--- src/rtl/multiplier_iter_pkg.sv ---
// Shared state encoding and helpers for the iterative shift-add multiplier.
package multiplier_iter_pkg;

  typedef enum logic [1:0] {
    IDLE = 2'd0,
    BUSY = 2'd1,
    DONE = 2'd2
  } state_e;

  // Widest operand (sign-extended) that abs_w can take a magnitude of.
  localparam int ABS_W = 64;

  function automatic int num_steps(input int operand_w, input int bits_per_cycle);
    return operand_w / bits_per_cycle;
  endfunction

  function automatic logic [ABS_W-1:0] abs_w(input logic [ABS_W-1:0] value);
    logic [ABS_W-1:0] mag;
    if (value[ABS_W-1]) begin
      mag = ~value + 64'd1;
    end else begin
      mag = value;
    end
    return mag;
  endfunction

endpackage

--- src/rtl/multiplier_iter_pp.sv ---
// One radix-2^k partial product: a_mag times a BITS_PER_CYCLE slice of b, shifted into place.
module multiplier_iter_pp
  import multiplier_iter_pkg::*;
#(
  parameter int OPERAND_W      = 8,
  parameter int BITS_PER_CYCLE = 1,
  parameter int PRODUCT_W      = 2 * OPERAND_W,
  parameter int SHIFT_W        = $clog2(OPERAND_W)
) (
  input  logic [OPERAND_W-1:0]      i_a_mag,
  input  logic [BITS_PER_CYCLE-1:0] i_b_slice,
  input  logic [SHIFT_W-1:0]        i_shift,
  output logic [PRODUCT_W-1:0]      o_pp
);

  logic [PRODUCT_W-1:0] w_step;

  assign w_step = PRODUCT_W'(i_a_mag) * PRODUCT_W'(i_b_slice);
  assign o_pp   = w_step << i_shift;

endmodule

--- src/rtl/multiplier_iter.sv ---
// Iterative signed/unsigned multiplier behind val/rdy request and response ports.
// Optional MULTIPLIER_ITER_EARLY_TERM_EN finishes as soon as the remaining multiplier bits are zero.
module multiplier_iter
  import multiplier_iter_pkg::*;
#(
  parameter int   OPERAND_W      = 8,
  parameter int   BITS_PER_CYCLE = 1,
  localparam int  PRODUCT_W      = 2 * OPERAND_W
) (
  input  logic                 clk,
  input  logic                 rst,
  input  logic                 req_val,
  input  logic [OPERAND_W-1:0] req_operand_a,
  input  logic [OPERAND_W-1:0] req_operand_b,
  input  logic                 req_signed,
  output logic                 req_rdy,
  output logic                 resp_val,
  output logic [PRODUCT_W-1:0] resp_product,
  input  logic                 resp_rdy
);

  localparam int N       = num_steps(OPERAND_W, BITS_PER_CYCLE);
  localparam int CNT_W   = (N > 1) ? $clog2(N) : 1;
  localparam int SHIFT_W = $clog2(OPERAND_W);

  if (OPERAND_W < 2 || OPERAND_W >= ABS_W) begin : g_bad_operand_w
    $error("multiplier_iter: OPERAND_W out of range");
  end
  if (BITS_PER_CYCLE < 1 || (OPERAND_W % BITS_PER_CYCLE) != 0) begin : g_bad_bpc
    $error("multiplier_iter: BITS_PER_CYCLE must divide OPERAND_W");
  end

  state_e                r_state;
  state_e                w_state_next;
  logic [OPERAND_W-1:0]  r_a_mag;
  logic [OPERAND_W-1:0]  r_b_mag;
  logic                  r_neg;
  logic [PRODUCT_W-1:0]  r_acc;
  logic [CNT_W-1:0]      r_cnt;
  logic [SHIFT_W-1:0]    r_shift;
  logic                  r_resp_val;
  logic [PRODUCT_W-1:0]  r_product;

  logic                  w_accept;
  logic                  w_finish;
  logic                  w_release;
  logic                  w_last;
  logic [ABS_W-1:0]      w_a_ext;
  logic [ABS_W-1:0]      w_b_ext;
  logic [OPERAND_W-1:0]  w_a_abs;
  logic [OPERAND_W-1:0]  w_b_abs;
  logic [PRODUCT_W-1:0]  w_pp;
  logic [PRODUCT_W-1:0]  w_acc_next;
  logic [OPERAND_W-1:0]  w_b_next;
  logic [PRODUCT_W-1:0]  w_result;

  // Unsigned requests zero-extend, so the magnitude helper leaves them untouched.
  assign w_a_ext = {{(ABS_W-OPERAND_W){req_signed & req_operand_a[OPERAND_W-1]}}, req_operand_a};
  assign w_b_ext = {{(ABS_W-OPERAND_W){req_signed & req_operand_b[OPERAND_W-1]}}, req_operand_b};
  assign w_a_abs = OPERAND_W'(abs_w(w_a_ext));
  assign w_b_abs = OPERAND_W'(abs_w(w_b_ext));

  multiplier_iter_pp #(
    .OPERAND_W      (OPERAND_W),
    .BITS_PER_CYCLE (BITS_PER_CYCLE),
    .PRODUCT_W      (PRODUCT_W),
    .SHIFT_W        (SHIFT_W)
  ) u_pp (
    .i_a_mag   (r_a_mag),
    .i_b_slice (r_b_mag[BITS_PER_CYCLE-1:0]),
    .i_shift   (r_shift),
    .o_pp      (w_pp)
  );

  assign w_acc_next = r_acc + w_pp;
  assign w_b_next   = r_b_mag >> BITS_PER_CYCLE;
  assign w_result   = r_neg ? ({PRODUCT_W{1'b0}} - w_acc_next) : w_acc_next;

`ifdef MULTIPLIER_ITER_EARLY_TERM_EN
  assign w_last = (r_cnt == CNT_W'(0)) || (w_b_next == OPERAND_W'(0));
`else
  assign w_last = (r_cnt == CNT_W'(0));
`endif

  assign req_rdy      = (r_state == IDLE);
  assign resp_val     = r_resp_val;
  assign resp_product = r_product;

  // State register
  always_ff @(posedge clk or negedge rst) begin
    if (!rst) begin
      r_state <= IDLE;
    end else begin
      r_state <= w_state_next;
    end
  end

  // Next-state decode and handshake strobes
  always_comb begin
    w_state_next = r_state;
    w_accept     = 1'b0;
    w_finish     = 1'b0;
    w_release    = 1'b0;
    case (r_state)
      IDLE: begin
        if (req_val) begin
          w_accept     = 1'b1;
          w_state_next = BUSY;
        end else begin
          w_state_next = IDLE;
        end
      end
      BUSY: begin
        if (w_last) begin
          w_finish     = 1'b1;
          w_state_next = DONE;
        end else begin
          w_state_next = BUSY;
        end
      end
      DONE: begin
        if (resp_rdy) begin
          w_release    = 1'b1;
          w_state_next = IDLE;
        end else begin
          w_state_next = DONE;
        end
      end
      default: begin
        w_state_next = IDLE;
      end
    endcase
  end

  // Operand capture, shift-add iteration and registered response
  always_ff @(posedge clk or negedge rst) begin
    if (!rst) begin
      r_a_mag    <= '0;
      r_b_mag    <= '0;
      r_neg      <= 1'b0;
      r_acc      <= '0;
      r_cnt      <= '0;
      r_shift    <= '0;
      r_resp_val <= 1'b0;
      r_product  <= '0;
    end else begin
      if (w_accept) begin
        r_a_mag <= w_a_abs;
        r_b_mag <= w_b_abs;
        r_neg   <= req_signed & (req_operand_a[OPERAND_W-1] ^ req_operand_b[OPERAND_W-1]);
        r_acc   <= '0;
        r_cnt   <= CNT_W'(N - 1);
        r_shift <= '0;
      end else if (r_state == BUSY) begin
        r_acc   <= w_acc_next;
        r_b_mag <= w_b_next;
        r_shift <= r_shift + SHIFT_W'(BITS_PER_CYCLE);
        if (!w_last) begin
          r_cnt <= r_cnt - CNT_W'(1);
        end
      end
      if (w_finish) begin
        r_resp_val <= 1'b1;
        r_product  <= w_result;
      end else if (w_release) begin
        r_resp_val <= 1'b0;
      end
    end
  end

endmodule
--- config.mk ---
export PLATFORM = sky130hd
export DESIGN_NAME = multiplier_iter
export DESIGN_NICKNAME = d
export VERILOG_FILES = /design/src/rtl/multiplier_iter_pkg.sv /design/src/rtl/multiplier_iter_pp.sv /design/src/rtl/multiplier_iter.sv
export SDC_FILE = /design/constraint.sdc
export NUM_CORES = 1
export LEC_CHECK = 0
export ABC_CLOCK_PERIOD_IN_PS = 5080
export BUFFER_PORTS_ARGS = -buffer_cell sky130_fd_sc_hd__buf_2
export CAP_MARGIN = 20
export CELL_PAD_IN_SITES_DETAIL_PLACEMENT = 1
export CELL_PAD_IN_SITES_GLOBAL_PLACEMENT = 1
export CORE_MARGIN = 2
export CORE_UTILIZATION = 36
export CTS_BUF_LIST = sky130_fd_sc_hd__clkbuf_8
export DETAILED_ROUTE_END_ITERATION = 8
export PLACE_DENSITY_LB_ADDON = 0.12
export RECOVER_POWER = 100
export SYNTH_ARGS = -nofsm -noshare
export SYNTH_HDL_FRONTEND = slang
export SYNTH_SLANG_ARGS = --single-unit
--- constraint.sdc ---
create_clock -name clk -period 5.08 [get_ports clk]
set_input_delay 0.762 -clock clk [delete_from_list [all_inputs] [get_ports clk]]
set_output_delay 0.762 -clock clk [all_outputs]
set_load 0.1 [all_outputs]
==> results of run 1 <==
## worst reg2reg max path: cells and delay by family, from the launching register on
family / cells / cell delay [ns]
adders and majority gates: 1 / 0.41
muxes: 1 / 0.41
AOI/OAI and AO/OA: 7 / 1.80
xor gates and xnor gates: 1 / 0.16
DFF: 1 / 0.67
and+or+nand+nor: 5 / 0.84
## kinds of logic (layout without fill, tap and decap cells)
logic type	after synthesis	in the layout	synth area share [%]
muxes	11	11	2.93
DFF	58	58	36.5
adders and majority gates	23	23	7.42
and+or+nand+nor	188	188	21.9
xor gates and xnor gates	39	39	8.59
buffers and inverters	41	71	3.90
AOI/OAI and AO/OA	121	121	18.8
## registers in the layout, indices dropped and copies added, names as in the netlist
| register | count |
|---|---|
| r_state | 2 |
| r_a_mag | 8 |
| r_shift | 3 |
| r_cnt | 3 |
| r_b_mag | 8 |
| resp_product | 16 |
| resp_val | 1 |
| r_neg | 1 |
| r_acc | 16 |
## metal layers
metal,vias up,global-route usage (%)
li1,1733,-
met1,1681,24.0
met2,56,31.5
met3,22,2.75
met4,0,9.62
met5,-,0
## Yosys cell counts (7+ instances only)
cell and n:
nand2_1 84, dfrtp_1 58, o21ai_0 50, nand3_1 33, nor2_1 31, clkbuf_1 23
ha_1 22, xnor2_1 22, a21oi_1 20, xor2_1 17, inv_1 14, a31oi_1 10
nand2b_1 8, a21o_1 7
## through the flow
| step | cell area [sq um] | instances | hold WS [ns] | utilization [%] |
|---|---|---|---|---|
| 3_3_place_gp | 4280 | 637 | 0.456 | 39.7 |
| 4_1_cts | 4490 | 651 | 0.475 | 41.6 |
| 3_5_place_dp | 4280 | 637 | 0.459 | 39.7 |
| 6_report | 4430 | 651 | 0.472 | 41.0 |
| 2_1_floorplan | 3980 | 481 | 0.462 | - |
| 5_1_grt | 4430 | 651 | 0.509 | 41.0 |
## final timing paths
path / from / end / slack, ns
min: resp_product[2] / resp_product[2] / 0.47
max in group asynchronous: rst / r_shift[0] / 1.63
max: r_shift[0] / resp_product[14] / 0.65
min in group asynchronous: rst / resp_product[9] / 1.59
min reg2reg: resp_product[2] / resp_product[2] / 0.47
max reg2reg: r_shift[0] / resp_product[14] / 0.65
## final cells by class
cell class	instances	area, sq um	area share (%)
clock buffer	10	138	3.11
clock inverter	4	68.8	1.55
inverter	14	52.6	1.19
multi-input combinational	382	2350	53.0
sequential	58	1450	32.8
tap	140	175	3.96
timing repair buffer	43	194	4.38
==> flow_summary.ini, run 1 <==
[clock_network]
holdBufCountCts = 0
cts_setup_buffers = 0
worstSkewPairLatency_ns = 0.35
cts_resized = 0
cts_tree = built
htreeDepth = 3
cts_made_buffers = 9
root_buffer = clkbuf_8
cts.sinks = 58
cts.clk_slew.worst_paths_ns = 0.07
cts_buffer_depth = 2

[final_layout]
antenna_cells = 0
layout_common_cells = nand2_1 (84), dfrtp_1 (58), o21ai_0 (51)
area_delta_synth_final_pct = 11.3
fillers = 1313
drive_gt1_share_pct = 8.61
nets = 552
final_common_cell = nand2_1

[detailed_routing]
ant_nets = 0
first_iter_violations = 137
wl_met1_microns = 4870
top_layer = met4
route.final.wire_length_microns = 10500
dr_wl_met2_microns = 4960
vias_per_cell = 5.36
firstDrtPassIters = 4
vias = 3492
wl_met3_microns = 296
wire_per_inst_microns = 16.1
drc_errors = 0

[worst_setup_path]
crit_slowest_cell = dfrtp_1
critPathRequiredTime_ns = 5.25
arrival_ns = 4.60
worst-path-max-fanout = 16
cp_cell_sequence = mux2_2 > nand3_1 > o21ai_0 > nor2_1 > a21oi_1 > ha_1 > a21oi_1 > o21ai_0 > and2_0 > or2_1 > a311oi_1 > nand3b_2 > o31ai_1 > xnor2_1 > o21ai_1
cp-end-kind = flip-flop
worst_r2r_path_depth = 15
crit_cells = 15
timing.critical_path.from_type = flip-flop
critical_path_class = flip-flop to flip-flop
crit_buf_inv = 0
critPathTopFamily = compound AO/OA/AOI/OAI gates
max_stage_delay_ns = 0.67

[sta]
clock_skew_ns = 0.0141
hold_viol_final = 0
rsz0062_at_grt = no
setup_viol = 0
fmax_ghz = 0.225
setup_tns_ns = 0
worstMarginPinSlew_ns = 3.25
fin_ws_ns = 0.645
period_needed_ns = 4.43
max_slew_margin_pct = -117
post-route-period-util_pct = 87.3
maxSlewViolCount = 103

[global_route]
grt_usage_pct = 19.0
grt-ovfl-total = 0
antenna_found_initial = 0
grt_pass1_wl_microns = 17500
grt_max_degree = 59
grt_pass1_vias = 3583

[floorplanning]
die_height_microns = 109
dieWidth_microns = 109
rows = 38
initial_core_util_pct = 36.9
dieArea_sq_um = 11900
ioPinCount = 39
core_area_sq_um = 10800

[placement]
place_ws_ns = 0.833
gp_congestion = 0.854
hpwlAfterDp_microns = 7900
io_buffers = 38

[logic_synthesis]
yosys_warnings = 0
synth.net_count = 525
synth_edf_count = 0
synth_area_leaders = dfrtp_1 (36%), nand2_1 (7.9%), ha_1 (6.9%), o21ai_0 (6.3%), xnor2_1 (4.8%)
yosys.area.top_type = dfrtp_1
ys_ff_latch = 58
syn_area_sq_um = 3980
ys_async_sr_fraction_pct = 100
syn_avg_cell_area_sq_um = 8.27
yosys.cell_types.count = 56
netlist_instances = 481
yosysSeqAreaShare_pct = 36.5
synth-main-ff-cell = dfrtp_1
synth_top_area_share_pct = 36.5

[status]
violations = max-capacitance violations, max-slew violations
status = finished, violations left

[hold_path]
holdCritPathClass = flip-flop to flip-flop
holdPathStages = 2

[job]
drv_cap = 2
Power of run 1 is left out: the tool's default activity adds up to more than one toggle a clock period on the data nets, which glitch-free logic cannot reach.
==> run 2, diff against run 1 <==
--- a/config.mk
+++ b/config.mk
@@ -14,6 +14,7 @@
 export CORE_UTILIZATION = 36
 export CTS_BUF_LIST = sky130_fd_sc_hd__clkbuf_8
 export DETAILED_ROUTE_END_ITERATION = 8
+export MAX_ROUTING_LAYER = met4
 export PLACE_DENSITY_LB_ADDON = 0.12
 export RECOVER_POWER = 100
 export SYNTH_ARGS = -nofsm -noshare
==> flow_summary.ini, run 2 (same netlist as run 1, synthesis figures left out) <==
[status]
status = finished, violations left
violations = max-capacitance violations, max-slew violations

[global_route]
grt_pass1_wl_microns = 17500
grt-ovfl-total = 0
grt_pass1_vias = 3580
grt_usage_pct = 19.6
grt_max_degree = 59
antenna_found_initial = 0

[worst_setup_path]
arrival_ns = 4.59
worst-path-max-fanout = 16
max_stage_delay_ns = 0.68
crit_path_frequent_cell = o21ai_0
crit_slowest_cell = dfrtp_1
critPathRequiredTime_ns = 5.24
cp-end-kind = flip-flop
cp_cell_sequence = mux2_2 > nand3_1 > o21ai_0 > nor2_1 > a21oi_1 > ha_1 > a21oi_1 > o21ai_0 > and2_1 > or2_1 > a311oi_1 > nand3b_2 > o31ai_1 > xnor2_1 > o21ai_0
timing.critical_path.from_type = flip-flop
critical_path_class = flip-flop to flip-flop

[final_layout]
area_delta_synth_final_pct = 11.3
drive_gt1_share_pct = 8.61
fillers = 1313
final_common_cell = nand2_1
layout_common_cells = nand2_1 (84), dfrtp_1 (58), o21ai_0 (52)
nets = 552
antenna_cells = 0

[floorplanning]
rows = 38
initial_core_util_pct = 36.9
dieWidth_microns = 109
ioPinCount = 39
die_height_microns = 109
core_area_sq_um = 10800
dieArea_sq_um = 11900

[placement]
io_buffers = 38
hpwlAfterDp_microns = 7900
gp_congestion = 0.867

[sta]
clock_skew_ns = 0.0138
max_slew_margin_pct = -115
setup_tns_ns = 0
rsz0062_at_grt = no
period_needed_ns = 4.43
hold_viol_final = 0
post-route-period-util_pct = 87.2
fmax_ghz = 0.226
worstMarginPinSlew_ns = 3.23
maxSlewViolCount = 103
setup_viol = 0

[clock_network]
cts_made_buffers = 9
root_buffer = clkbuf_8
cts.sinks = 58
cts_setup_buffers = 0
worstSkewPairLatency_ns = 0.35
cts.clk_slew.worst_paths_ns = 0.07
htreeDepth = 3
holdBufCountCts = 0
cts_resized = 0
cts_buffer_depth = 2
cts_tree = built

[hold_path]
holdCritPathClass = flip-flop to flip-flop

[detailed_routing]
first_iter_violations = 139
wire_per_inst_microns = 16.1
drc_errors = 0
vias = 3510
vias_per_cell = 5.39
firstDrtPassIters = 4
route.final.wire_length_microns = 10500
ant_nets = 0

[job]
drv_cap = 2
==> run 2: final timing paths <==
kind,to,depth (start not counted),slack [ns],startpoint
worst max-delay path,resp_product[14],15,0.65,r_shift[0]
worst min-delay path,resp_product[2],2,0.47,resp_product[2]
worst max register to register,resp_product[14],15,0.65,r_shift[0]
worst min register to register,resp_product[2],2,0.47,resp_product[2]
max in group asynchronous,r_shift[0],2,1.65,rst
min in group asynchronous,resp_product[9],2,1.58,rst
==> run 2: layout make-up <==
cell class / count / area (sq um) / share of cell area (%)
well taps: 140 / 175 / 3.96
inverters: 14 / 52.6 / 1.19
clock buffers: 10 / 138 / 3.11
clock inverters: 4 / 68.8 / 1.55
repair buffers: 43 / 194 / 4.38
flip-flops and latches: 58 / 1450 / 32.8
multi-input cells: 382 / 2350 / 53.0
==> run 2: critical path, delay by kind of cell, from the launching register on <==
kind / cells / cell delay, ns
mux: 1 / 0.41
simple gates: 5 / 0.82
compound gates: 7 / 1.81
fa+ha+maj: 1 / 0.40
xor+xnor: 1 / 0.16
flops: 1 / 0.68
==> run 2: per-layer routing <==
layer | up-vias | wire length, microns | global-route usage [%]
li1 | 1735 | - | -
met1 | 1693 | 4890 | 24.2
met2 | 59 | 4980 | 31.5
met3 | 23 | 273 | 2.57
met4 | 0 | 348 | 9.62
met5 | - | 0 | -
==> run 2: metrics by stage <==
stage                     util, %  area, sq um  hold WS (ns)  instances  setup WS, ns
after floorplan                 -         3980         0.462        481          1.41
after global placement       39.7         4280         0.456        637         0.973
after detailed placement     39.7         4280         0.459        637         0.833
after CTS                    41.6         4490         0.475        651         0.817
after global routing         41.0         4430         0.509        651         0.217
final                        41.0         4430         0.472        651         0.652
Power of run 2 is left out for the same reason.
